<file path="src/rtl/pattern_tx_pkg.sv">
// ---------------------------------------------------------------------------
// pattern_tx_pkg
// Shared types and defaults for the serial pattern transmitter.
//   tx_state_e     : transmitter FSM state encoding (IDLE, SHIFT, GAP)
//   PAT_W_DEFAULT  : default pattern width
//   PAT_DEFAULT    : default pattern, sent when use_default is set at start
//   CNT_W_DEFAULT  : default repetition counter width
//   GAP_W_DEFAULT  : default gap-length field width
// ---------------------------------------------------------------------------
package pattern_tx_pkg;

  typedef enum logic [1:0] {
    ST_IDLE  = 2'd0,
    ST_SHIFT = 2'd1,
    ST_GAP   = 2'd2
  } tx_state_e;

  localparam int         PAT_W_DEFAULT = 4;
  localparam logic [3:0] PAT_DEFAULT   = 4'b1001;
  localparam int         CNT_W_DEFAULT = 8;
  localparam int         GAP_W_DEFAULT = 4;

endpackage

</file>
<file path="src/rtl/tx_down_counter.sv">
// ---------------------------------------------------------------------------
// tx_down_counter
// Loadable down-counter with zero flag. Load has priority over decrement;
// a decrement request at zero holds the value instead of wrapping.
// Ports:
//   clk_i       : rising-edge clock
//   reset_i     : synchronous active-high reset, clears the count
//   load_i      : load load_val_i on the next edge
//   load_val_i  : value to load
//   dec_i       : decrement by one on the next edge
//   count_o     : current count
//   zero_o      : count is zero
// ---------------------------------------------------------------------------
module tx_down_counter
  import pattern_tx_pkg::*;
#(
  parameter int W = 4
) (
  input  logic         clk_i,
  input  logic         reset_i,
  input  logic         load_i,
  input  logic [W-1:0] load_val_i,
  input  logic         dec_i,
  output logic [W-1:0] count_o,
  output logic         zero_o
);

  logic [W-1:0] count_q;
  logic [W-1:0] count_d;

  always_comb begin
    count_d = count_q;
    if (load_i) begin
      count_d = load_val_i;
    end else if (dec_i && (count_q != '0)) begin
      count_d = count_q - 1'b1;
    end
  end

  always_ff @(posedge clk_i) begin
    if (reset_i) begin
      count_q <= '0;
    end else begin
      count_q <= count_d;
    end
  end

  assign count_o = count_q;
  assign zero_o  = (count_q == '0);

endmodule

</file>
<file path="src/rtl/pattern_serial_tx.sv">
// ---------------------------------------------------------------------------
// pattern_serial_tx
// Serializes a PAT_W-bit pattern MSB-first, repeated rep_count times with
// gap_len zero bits between repetitions (no trailing gap). All outputs are
// registered; done pulses for one cycle in the IDLE cycle that follows the
// final bit of a completed transfer. abort or reset end a transfer with no
// done pulse.
//
// Optional build macro PATTERN_TX_CONTINUOUS_EN: when defined, a start with
// rep_count==0 repeats the pattern (and gaps) endlessly until abort/reset.
// Without it, such a start is ignored.
//
// Ports:
//   clk_i          : rising-edge clock
//   reset_i        : synchronous active-high reset
//   start_i        : transfer request, sampled only while idle
//   use_default_i  : at start, 1 selects DEF_PATTERN, 0 selects pattern_in_i
//   pattern_in_i   : pattern, latched on accepted start
//   rep_count_i    : repetitions, latched on accepted start
//   gap_len_i      : zero bits between repetitions, latched on accepted start
//   abort_i        : terminate current transfer
//   dout_o         : serial data
//   dout_valid_o   : dout_o carries a transmitted bit (pattern or gap)
//   busy_o         : transfer in progress
//   done_o         : one-cycle completion pulse
// ---------------------------------------------------------------------------
module pattern_serial_tx
  import pattern_tx_pkg::*;
#(
  parameter int               PAT_W       = PAT_W_DEFAULT,
  parameter logic [PAT_W-1:0] DEF_PATTERN = PAT_W'(PAT_DEFAULT),
  parameter int               CNT_W       = CNT_W_DEFAULT,
  parameter int               GAP_W       = GAP_W_DEFAULT
) (
  input  logic             clk_i,
  input  logic             reset_i,
  input  logic             start_i,
  input  logic             use_default_i,
  input  logic [PAT_W-1:0] pattern_in_i,
  input  logic [CNT_W-1:0] rep_count_i,
  input  logic [GAP_W-1:0] gap_len_i,
  input  logic             abort_i,
  output logic             dout_o,
  output logic             dout_valid_o,
  output logic             busy_o,
  output logic             done_o
);

  localparam int BIT_W = $clog2(PAT_W);

  tx_state_e        state_q;
  logic [PAT_W-1:0] pat_q;
  logic [GAP_W-1:0] gap_len_q;
  logic             dout_q;
  logic             valid_q;
  logic             busy_q;
  logic             done_q;

  logic [BIT_W-1:0] bit_cnt;
  logic             bit_zero;
  logic [GAP_W-1:0] gap_cnt;
  logic             gap_zero_unused;
  logic [CNT_W-1:0] rep_cnt;
  logic             rep_zero;

  logic             start_ok;
  logic             accept;
  logic             kill;
  logic             rep_last;
  logic             gap_last;
  logic             gap_en;
  logic             shift_wrap;
  logic             bit_load;
  logic             bit_dec;
  logic             gap_load;
  logic             gap_dec;
  logic             rep_dec;
  logic [BIT_W-1:0] bit_idx_nxt;
  logic [PAT_W-1:0] pat_sel;

`ifdef PATTERN_TX_CONTINUOUS_EN
  // rep_count==0 is a legal start: the rep counter then sits at zero, so
  // rep_last never fires and the transfer runs until abort/reset.
  assign start_ok = 1'b1;
`else
  assign start_ok = (rep_count_i != '0);
`endif

  assign pat_sel = use_default_i ? DEF_PATTERN : pattern_in_i;

  always_comb begin
    accept      = (state_q == ST_IDLE) && start_i && start_ok;
    kill        = (state_q != ST_IDLE) && abort_i;
    rep_last    = (rep_cnt == CNT_W'(1));
    gap_last    = (gap_cnt == GAP_W'(1));
    gap_en      = (gap_len_q != '0);
    // Last bit of a repetition is on the line and another repetition follows.
    shift_wrap  = (state_q == ST_SHIFT) && !kill && bit_zero && !rep_last;
    bit_load    = accept
                  || (shift_wrap && !gap_en)
                  || ((state_q == ST_GAP) && !kill && gap_last);
    bit_dec     = (state_q == ST_SHIFT) && !kill && !bit_zero;
    gap_load    = shift_wrap && gap_en;
    gap_dec     = (state_q == ST_GAP) && !kill && !gap_last;
    // Zero rep count means endless mode; never decrement it.
    rep_dec     = shift_wrap && !rep_zero;
    bit_idx_nxt = bit_cnt - 1'b1;
  end

  // Bit index: position of the bit currently on dout.
  tx_down_counter #(.W(BIT_W)) u_bit_cnt (
    .clk_i      (clk_i),
    .reset_i    (reset_i),
    .load_i     (bit_load),
    .load_val_i (BIT_W'(PAT_W - 1)),
    .dec_i      (bit_dec),
    .count_o    (bit_cnt),
    .zero_o     (bit_zero)
  );

  // Gap counter: gap cycles remaining, including the one on the line.
  tx_down_counter #(.W(GAP_W)) u_gap_cnt (
    .clk_i      (clk_i),
    .reset_i    (reset_i),
    .load_i     (gap_load),
    .load_val_i (gap_len_q),
    .dec_i      (gap_dec),
    .count_o    (gap_cnt),
    .zero_o     (gap_zero_unused)
  );

  // Rep counter: repetitions remaining, including the one being sent.
  tx_down_counter #(.W(CNT_W)) u_rep_cnt (
    .clk_i      (clk_i),
    .reset_i    (reset_i),
    .load_i     (accept),
    .load_val_i (rep_count_i),
    .dec_i      (rep_dec),
    .count_o    (rep_cnt),
    .zero_o     (rep_zero)
  );

  always_ff @(posedge clk_i) begin
    if (reset_i) begin
      state_q   <= ST_IDLE;
      pat_q     <= '0;
      gap_len_q <= '0;
      dout_q    <= 1'b0;
      valid_q   <= 1'b0;
      busy_q    <= 1'b0;
      done_q    <= 1'b0;
    end else begin
      done_q <= 1'b0;
      case (state_q)
        ST_IDLE: begin
          if (accept) begin
            pat_q     <= pat_sel;
            gap_len_q <= gap_len_i;
            dout_q    <= pat_sel[PAT_W-1];
            valid_q   <= 1'b1;
            busy_q    <= 1'b1;
            state_q   <= ST_SHIFT;
          end else begin
            dout_q  <= 1'b0;
            valid_q <= 1'b0;
            busy_q  <= 1'b0;
          end
        end
        ST_SHIFT: begin
          if (kill) begin
            state_q <= ST_IDLE;
            dout_q  <= 1'b0;
            valid_q <= 1'b0;
            busy_q  <= 1'b0;
          end else if (!bit_zero) begin
            dout_q <= pat_q[bit_idx_nxt];
          end else if (rep_last) begin
            state_q <= ST_IDLE;
            dout_q  <= 1'b0;
            valid_q <= 1'b0;
            busy_q  <= 1'b0;
            done_q  <= 1'b1;
          end else if (gap_en) begin
            state_q <= ST_GAP;
            dout_q  <= 1'b0;
          end else begin
            dout_q <= pat_q[PAT_W-1];
          end
        end
        ST_GAP: begin
          if (kill) begin
            state_q <= ST_IDLE;
            dout_q  <= 1'b0;
            valid_q <= 1'b0;
            busy_q  <= 1'b0;
          end else if (gap_last) begin
            state_q <= ST_SHIFT;
            dout_q  <= pat_q[PAT_W-1];
          end
        end
        default: begin
          state_q <= ST_IDLE;
          dout_q  <= 1'b0;
          valid_q <= 1'b0;
          busy_q  <= 1'b0;
        end
      endcase
    end
  end

  assign dout_o       = dout_q;
  assign dout_valid_o = valid_q;
  assign busy_o       = busy_q;
  assign done_o       = done_q;

endmodule

</file>
<file path="config.mk">
export PLATFORM = sky130hd
export DESIGN_NAME = pattern_serial_tx
export DESIGN_NICKNAME = d
export VERILOG_FILES = /design/src/rtl/pattern_tx_pkg.sv /design/src/rtl/tx_down_counter.sv /design/src/rtl/pattern_serial_tx.sv
export SDC_FILE = /design/constraint.sdc
export NUM_CORES = 1
export LEC_CHECK = 0
export CORE_MARGIN = 2
export CORE_UTILIZATION = 57
export DETAILED_ROUTE_END_ITERATION = 12
export PLACE_DENSITY = 0.9
export REMOVE_ABC_BUFFERS = 1
export SLEW_MARGIN = 5
export SYNTH_ARGS = -nofsm -noshare
export SYNTH_HDL_FRONTEND = slang
export SYNTH_SLANG_ARGS = --single-unit
</file>
<file path="constraint.sdc">
create_clock -name clk_i -period 3.8 [get_ports clk_i]
set_clock_uncertainty 0.15 [all_clocks]
set_input_delay 0.57 -clock clk_i [delete_from_list [all_inputs] [get_ports clk_i]]
set_output_delay 0.57 -clock clk_i [all_outputs]
set_load 0.01 [all_outputs]
</file>
==> impl_metrics.ini, run 1 <==
[outcome]
status = finished clean

[placement]
place_inst = 229
io_buffer_count = 24
placed_cell_area_sq_um = 1880
hpwl_microns = 2760
place_congestion = 0.860

[worst_setup_path]
cp_max_fo = 16
critical_path_class = in2reg
critPathRequiredTime_ns = 3.90
path_cells = clkdlybuf4s50_1 > or4_4 > o21ai_2 > a221oi_1 > a211oi_1
cp_slowest_cell = o21ai_2
start_kind = input pin
end_kind = flop
cp.arrival_ns = 2.69
cp_slowest_stage_delay_ns = 0.65

[synth]
yosysWarnings = 0
synthesis.area_sq_um = 1650
synth.yosys.seq_area_share_pct = 32.8
syn_inst = 181
ys.flop_type = dfxtp_1
synth_edf_count = 0
synthArstFlopShare_pct = 0
avgSynthCellArea_sq_um = 9.10
ys_types = 61
ys_ff_latch = 27

[finish]
final_cell_mix = 27 x dfxtp_1, 24 x clkdlybuf4s50_1, 15 x nand2_1
final_nets = 230
layout_commonest_cell = dfxtp_1
stdcell_count = 233
final_layout_size_suffix_gt1_share_pct = 17.3
syn2layout_area_growth_pct = 16.0
num_antenna_cells = 0
stdcell_area_sq_um = 1910

[routing]
first_pass_iters = 4
drt.antenna.violating_nets = 0
num_vias = 1484
drt-initial-drc-count = 80
vias_per_cell = 6.37
wl_microns = 3650
wire_per_inst_microns = 15.7
drcViolationCount = 0

[clock_network]
root_buffer = clkbuf_4
cts_tree = yes
ctsResizeCount = 0
cts_max_level = 1
post-cts-setup-buffers = 0
clockBufferDepth = 2
numClockSinks = 27
cts_buffers = 3
cts_hold_buf = 0
worstSkewPairLatency_ns = 0.33
clk_pin_slew_ns = 0.15

[power]
p_per_area_nw_per_um2 = 324
power_uw = 619
peakVddDrop_mv = 0.268
p_leak_uw = 0.000625

[die]
start_util_pct = 59.8
pin_count = 25
die_area_sq_um = 3340
core_sq_um = 2760
die_w_microns = 57.8
placementRows = 19
die_h_microns = 57.8

[timing]
setup_violations = 0
clock.fmax_mhz = 385
grt_setup_unrepaired = no
finalHoldViolCount = 0
slew_violations = 0
period_minus_slack_ns = 2.60
relSlewSlack_pct = 47.7
setup_tns_ns = 0
tightest_slew_ns = 0.784
finalCritPeriodShare_pct = 68.3

[grt]
antenna_found_initial = 0
grt_pass1_wl_microns = 6240
gr-total-overflow = 0
grt_max_degree = 17
grt_pass1_vias = 1383
grt_use_total_pct = 23.6

[flow_run]
maxCapViolations = 0

[worst_hold_path]
hold_path_class = reg2reg
==> kinds of logic after synthesis <==
| kind of cell | synth area share (%) |
|---|---|
| buf+inv | 5.69 |
| flops | 32.8 |
| simple gates | 27.6 |
| xor+xnor | 1.06 |
| compound gates | 25.7 |
| mux | 2.66 |
| fa+ha+maj | 4.56 |
==> report_power, final <==
part / internal, uW / leakage, uW / switching [uW] / total, uW
Sequential: 302 / 0.000222 / 26.0 / 328
Clock: 40.3 / 0.0000139 / 86.8 / 127
Combinational: 79.6 / 0.000389 / 83.8 / 163
Total: 422 / 0.000625 / 197 / 619
==> worst paths after layout <==
kind / from / end / slack (ns) / cells after the start
max: rep_count_i[4] / u_rep_cnt.count_o[5]$_SDFFE_PP0P_ / 1.20 / 5
min: pat_q[2]$_SDFFE_PP0P_ / pat_q[2]$_SDFFE_PP0P_ / 0.32 / 2
max reg2reg: u_bit_cnt.count_o[0]$_SDFFE_PP0P_ / u_rep_cnt.count_o[4]$_SDFFE_PP0P_ / 1.51 / 6
min reg2reg: pat_q[2]$_SDFFE_PP0P_ / pat_q[2]$_SDFFE_PP0P_ / 0.32 / 2
==> synthesized netlist by cell type, types with 2 or more instances <==
cell	n	area share, %
a211o_1	2	1.1
a211oi_1	3	1.4
a211oi_2	4	3.0
a21boi_0	2	0.91
a21oi_1	12	3.6
a21oi_2	4	2.1
a31oi_1	5	1.9
buf_2	2	0.61
buf_6	2	1.4
clkbuf_1	2	0.46
dfxtp_1	27	33
ha_1	6	4.6
inv_1	11	2.5
nand2_1	15	3.4
nand2_2	4	1.5
nand3_1	4	1.2
nand3b_1	3	1.4
nand4_1	2	0.76
nor2_1	12	2.7
nor2b_1	2	0.76
nor3_1	8	2.4
nor3_2	2	1.2
nor3b_1	2	0.91
o21ai_0	5	1.5
o21ai_1	2	0.61
or4_4	2	1.4
xnor2_1	2	1.1
==> layer usage <==
layer,track usage (%),part of all wire (%),vias to the layer above
li1,-,-,710
met1,31.6,44,695
met2,39.1,47,69
met3,2.46,6.1,10
met4,9.30,2.2,0
met5,0,0,-
==> area by class of cell <==
class / count / area (sq um)
inverters: 11 / 41.3
multi-input cells: 135 / 1010
well taps: 31 / 38.8
flip-flops and latches: 27 / 541
fillers: 196 / 846
clock inverters: 1 / 7.51
repair buffers: 25 / 248
clock buffers: 3 / 22.5
==> state kept, by name, summed over array words and instances, names as in the netlist <==
signal	flops
state_q	2
u_rep_cnt.count_o	8
u_gap_cnt.count_o	4
dout_o	1
gap_len_q	4
u_bit_cnt.count_o	2
pat_q	4
done_o	1
busy_o	1
==> stage by stage <==
stage | utilization, % | setup WS, ns | hold WS, ns
after floorplan | - | 1.64 | 0.273
after global placement | 68.2 | 1.03 | 0.291
after detailed placement | 68.2 | 0.906 | 0.304
after CTS | 69.3 | 1.26 | 0.322
after global routing | 69.3 | 1.18 | 0.357
final | 69.3 | 1.20 | 0.319
==> worst max-delay path, delay by kind of cell <==
kind | cells | cell delay, ns
AOI/OAI and AO/OA | 3 | 1.09
buffers and inverters | 1 | 0.44
and+or+nand+nor | 1 | 0.57
Note: power is estimated with default switching activity, not from simulation.
==> inputs of run 2 (changes only) <==
- CORE_UTILIZATION: 57 -> 53
- PLACE_DENSITY: 0.9 -> 0.85
- clock period: 3.8 -> 2.55 ns (I/O delays scaled with it)
==> impl_metrics.ini, run 2 (same netlist as run 1, synthesis figures left out) <==
[outcome]
status = finished clean

[routing]
drt-initial-drc-count = 71
num_vias = 1478
wl_microns = 3620
drcViolationCount = 0
first_pass_iters = 5
drt.antenna.violating_nets = 0
wire_per_inst_microns = 15.1
vias_per_cell = 6.16

[power]
peakVddDrop_mv = 0.237
clkPwrFrac_pct = 20.0
p_per_area_nw_per_um2 = 475
p_switching_uw = 290
internal_power_uw = 635
combPwrFrac_pct = 27.2
p_leak_uw = 0.000653
p_seq_share_pct = 52.8
swShare_pct = 31.4

[timing]
setup_violations = 0
setup_tns_ns = 0
tightest_slew_ns = 0.508
relSlewSlack_pct = 66.0
finalCritPeriodShare_pct = 83.6
finalHoldViolCount = 0
slew_violations = 0
clock.fmax_mhz = 469
period_minus_slack_ns = 2.13
grt_setup_unrepaired = no

[grt]
grt_max_degree = 17
grt_use_total_pct = 21.7
gr-total-overflow = 0
gr-usage-met1_pct = 26.5
grt_pass1_wl_microns = 5960
grt_pass1_vias = 1387
antenna_found_initial = 0
met2_usage_pct = 37.3
grt_use_met3_pct = 2.81
gr-max-usage-layer = met2

[worst_setup_path]
cpLargestDelayFamily = buffers and inverters
end_kind = flop
cp_slowest_cell = or4_4
cp_max_fo = 10
worstPathBufferInverterCount = 2
path_cells = clkdlybuf4s50_1 > or4_4 > o21ai_2 > buf_4 > nand2_2 > a21oi_2
cp_slowest_stage_delay_ns = 0.56
critPathRequiredTime_ns = 2.68
cp.arrival_ns = 2.26
critical_path_class = in2reg
start_kind = input pin

[die]
pin_count = 25
die_w_microns = 59.8
placementRows = 20
core_sq_um = 3000
die_h_microns = 59.8
die_area_sq_um = 3570
start_util_pct = 54.9

[flow_run]
maxCapViolations = 0

[finish]
final_nets = 235
syn2layout_area_growth_pct = 18.3
multi_input_area_sq_um = 1010
n_fill_cell = 264
num_antenna_cells = 0
final_layout_size_suffix_gt1_share_pct = 19.3
largest_reg_flops = 8
layout_commonest_cell = dfxtp_1
postLayoutCoreUtil_pct = 64.9
regArea_sq_um = 541
final_cell_mix = 27 x dfxtp_1, 24 x clkdlybuf4s50_1, 15 x nand2_1
stdcell_count = 240

[clock_network]
cts_buffers = 3
worstSkewPairLatency_ns = 0.33
ctsResizeCount = 0
clk_pin_slew_ns = 0.15
cts_tree = yes
cts_max_level = 1
root_buffer = clkbuf_4
clockBufferDepth = 2
numClockSinks = 27
post-cts-setup-buffers = 0
cts_hold_buf = 0

[placement]
place_congestion = 0.863
io_buffer_count = 24
place_inst = 236
hpwl_microns = 2850

[worst_hold_path]
hold_path_class = reg2reg
==> run 2: metal layers <==
layer / share of wire (%) / vias to the layer above
met4: 1.4 / 0
met2: 49 / 53
met5: 0 / -
li1: - / 724
met3: 5.0 / 6
met1: 45 / 695
==> run 2: area by class of cell <==
type,instances,share of cell area [%]
multi-input cells,135,52.0
flip-flops and latches,27,27.7
repair buffers,30,14.6
inverters,11,2.12
well taps,33,2.12
clock buffers,3,1.16
clock inverters,1,0.257
==> run 2: metrics by stage <==
step | total power, uW | setup slack, ns | hold WS [ns] | area, sq um
3_5_place_dp | 747 | 0.114 | 0.306 | 1920
3_3_place_gp | 736 | 0.167 | 0.289 | 1920
6_report | 925 | 0.418 | 0.328 | 1950
2_1_floorplan | 649 | 0.543 | 0.273 | 1600
5_1_grt | 977 | 0.334 | 0.354 | 1950
4_1_cts | 930 | 0.461 | 0.326 | 1950
==> run 2: worst register-to-register path, cell delays in order, from the launching register on <==
cell	delay, ns
dfxtp_1	0.36
inv_1	0.06
ha_1	0.28
nand4bb_2	0.22
a31oi_2	0.24
mux2_1	0.36
a211oi_2	0.23
==> run 2: power groups by stage <==
| stage | sequential, uW | combinational (uW) | clock (uW) |
|---|---|---|---|
| floorplan | 491 | 158 | 0 |
| finish | 489 | 252 | 185 |
| global route | 493 | 274 | 209 |
| CTS | 488 | 251 | 191 |
| global placement | 496 | 240 | 0 |
| detailed placement | 498 | 250 | 0 |
==> run 2: final timing paths <==
| check | startpoint | to | slack [ns] | depth (start not counted) |
|---|---|---|---|---|
| setup / recovery | rep_count_i[4] | gap_len_q[2]$_SDFFE_PP0P_ | 0.42 | 6 |
| hold / removal | pat_q[1]$_SDFFE_PP0P_ | pat_q[1]$_SDFFE_PP0P_ | 0.33 | 2 |
| setup reg to reg | u_bit_cnt.count_o[0]$_SDFFE_PP0P_ | u_rep_cnt.count_o[4]$_SDFFE_PP0P_ | 0.57 | 6 |
| hold reg to reg | pat_q[1]$_SDFFE_PP0P_ | pat_q[1]$_SDFFE_PP0P_ | 0.33 | 2 |
==> inputs of run 3 (changes only) <==
- clock period: 2.55 -> 2.15 ns (I/O delays scaled with it)
==> impl_metrics.ini, run 3 (same netlist as run 1, synthesis figures left out) <==
[timing]
period_minus_slack_ns = 1.97
finalCritPeriodShare_pct = 91.6
grt_setup_unrepaired = no
relSlewSlack_pct = 65.9
clock.fmax_mhz = 508
slew_violations = 0
finalHoldViolCount = 0
setup_violations = 0
tightest_slew_ns = 0.509

[finish]
postLayoutCoreUtil_pct = 67.8
largest_reg_flops = 8
stdcell_count = 250
syn2layout_area_growth_pct = 23.5
num_antenna_cells = 0
stdcell_area_sq_um = 2040
final_nets = 245
n_fill_cell = 250
final_layout_size_suffix_gt1_share_pct = 22.6
layout_commonest_cell = dfxtp_1
final_cell_mix = 27 x dfxtp_1, 24 x clkdlybuf4s50_1, 15 x nand2_1, 15 x buf_4

[routing]
wire_per_inst_microns = 15.8
drt.antenna.violating_nets = 0
vias_per_cell = 6.26
wl_microns = 3940
drcViolationCount = 0
first_pass_iters = 5
drt-initial-drc-count = 81
num_vias = 1566

[grt]
antenna_found_initial = 0
grt_pass1_vias = 1474
grt_max_degree = 19
gr-total-overflow = 0
grt_use_total_pct = 24.4
grt_pass1_wl_microns = 6720

[worst_setup_path]
cp_max_fo = 5
r2r_slack_ns = 0.18
critical_path_class = reg2reg
rr_worst_depth = 5
start_kind = flop
cp_slowest_cell = dfxtp_1
r2r_end = u_bit_cnt.count_o[1]$_SDFFE_PP0P_
path_cells = ha_1 > or3b_1 > nor3b_1 > a311oi_2 > a21oi_1
cp.arrival_ns = 2.10
end_kind = flop
cp_slowest_stage_delay_ns = 0.45
timing.rr.start = u_gap_cnt.count_o[0]$_SDFFE_PP0P_
critPathRequiredTime_ns = 2.28

[worst_hold_path]
hold_path_class = reg2reg
hp-start = pat_q[1]$_SDFFE_PP0P_
hold_depth = 2
min_to = pat_q[1]$_SDFFE_PP0P_

[clock_network]
clk_pin_slew_ns = 0.14
root_buffer = clkbuf_4
cts_buffers = 3
post-cts-setup-buffers = 0
ctsResizeCount = 0
clockBufferDepth = 2
numClockSinks = 27
worstSkewPairLatency_ns = 0.33
cts_hold_buf = 0
cts_max_level = 1
cts_tree = yes

[placement]
place_inst = 246
io_buffer_count = 24
placed_cell_area_sq_um = 2010
hpwl_microns = 3010
place_congestion = 0.798

[die]
pin_count = 25
core_sq_um = 3000
die_area_sq_um = 3570
placementRows = 20
die_h_microns = 59.8
die_w_microns = 59.8
start_util_pct = 54.9

[power]
power_uw = 1130
p_leak_uw = 0.000705
p_per_area_nw_per_um2 = 556
peakVddDrop_mv = 0.316

[flow_run]
maxCapViolations = 0

[outcome]
status = finished clean
-- run 3: layer usage --
layer | share of wire (%) | track usage, % | vias up
li1 | - | - | 748
met1 | 42 | 32.2 | 738
met2 | 49 | 40.2 | 65
met3 | 6.1 | 2.60 | 15
met4 | 2.9 | 10.5 | 0
met5 | 0 | 0 | -
-- run 3: layout make-up --
cell class	instances	area (sq um)	area share, %
multi-input combinational	135	1010	49.8
sequential	27	541	26.6
tap	33	41.3	2.03
inverter	11	41.3	2.03
timing repair buffer	40	373	18.3
clock buffer	4	26.3	1.29
-- run 3: worst max-delay path by stage --
stage	startpoint	slack (ns)	to
CTS	u_gap_cnt.count_o[0]$_SDFFE_PP0P_	0.21	u_bit_cnt.count_o[0]$_SDFFE_PP0P_
global route	u_bit_cnt.count_o[0]$_SDFFE_PP0P_	0.1	u_rep_cnt.count_o[4]$_SDFFE_PP0P_
floorplan	u_rep_cnt.count_o[0]$_SDFFE_PP0P_	0.14	u_rep_cnt.count_o[4]$_SDFFE_PP0P_
detailed placement	rep_count_i[4]	-0.07	pat_q[2]$_SDFFE_PP0P_
finish	u_gap_cnt.count_o[0]$_SDFFE_PP0P_	0.18	u_bit_cnt.count_o[1]$_SDFFE_PP0P_
global placement	rep_count_i[4]	-0.01	u_bit_cnt.count_o[0]$_SDFFE_PP0P_
-- run 3: worst max-delay path, delay by kind of cell (launching register included) --
kind | cells | cell delay, ns
flops | 1 | 0.45
fa+ha+maj | 1 | 0.19
compound gates | 2 | 0.25
simple gates | 2 | 0.87
-- run 3: stage by stage --
stage	hold WS, ns	setup WS (ns)	setup TNS, ns
6_report	0.341	0.180	0
5_1_grt	0.343	0.0961	0
4_1_cts	0.335	0.211	0
3_5_place_dp	0.317	-0.0717	-0.650
3_3_place_gp	0.286	-0.00994	-0.0258
2_1_floorplan	0.235	0.143	0
-- run 3: power by group --
part	internal [uW]	switching [uW]	leakage, uW
sequential	535	46.5	0.000222
combinational	167	156	0.000468
clock	73.0	155	0.0000150
total	775	357	0.000705
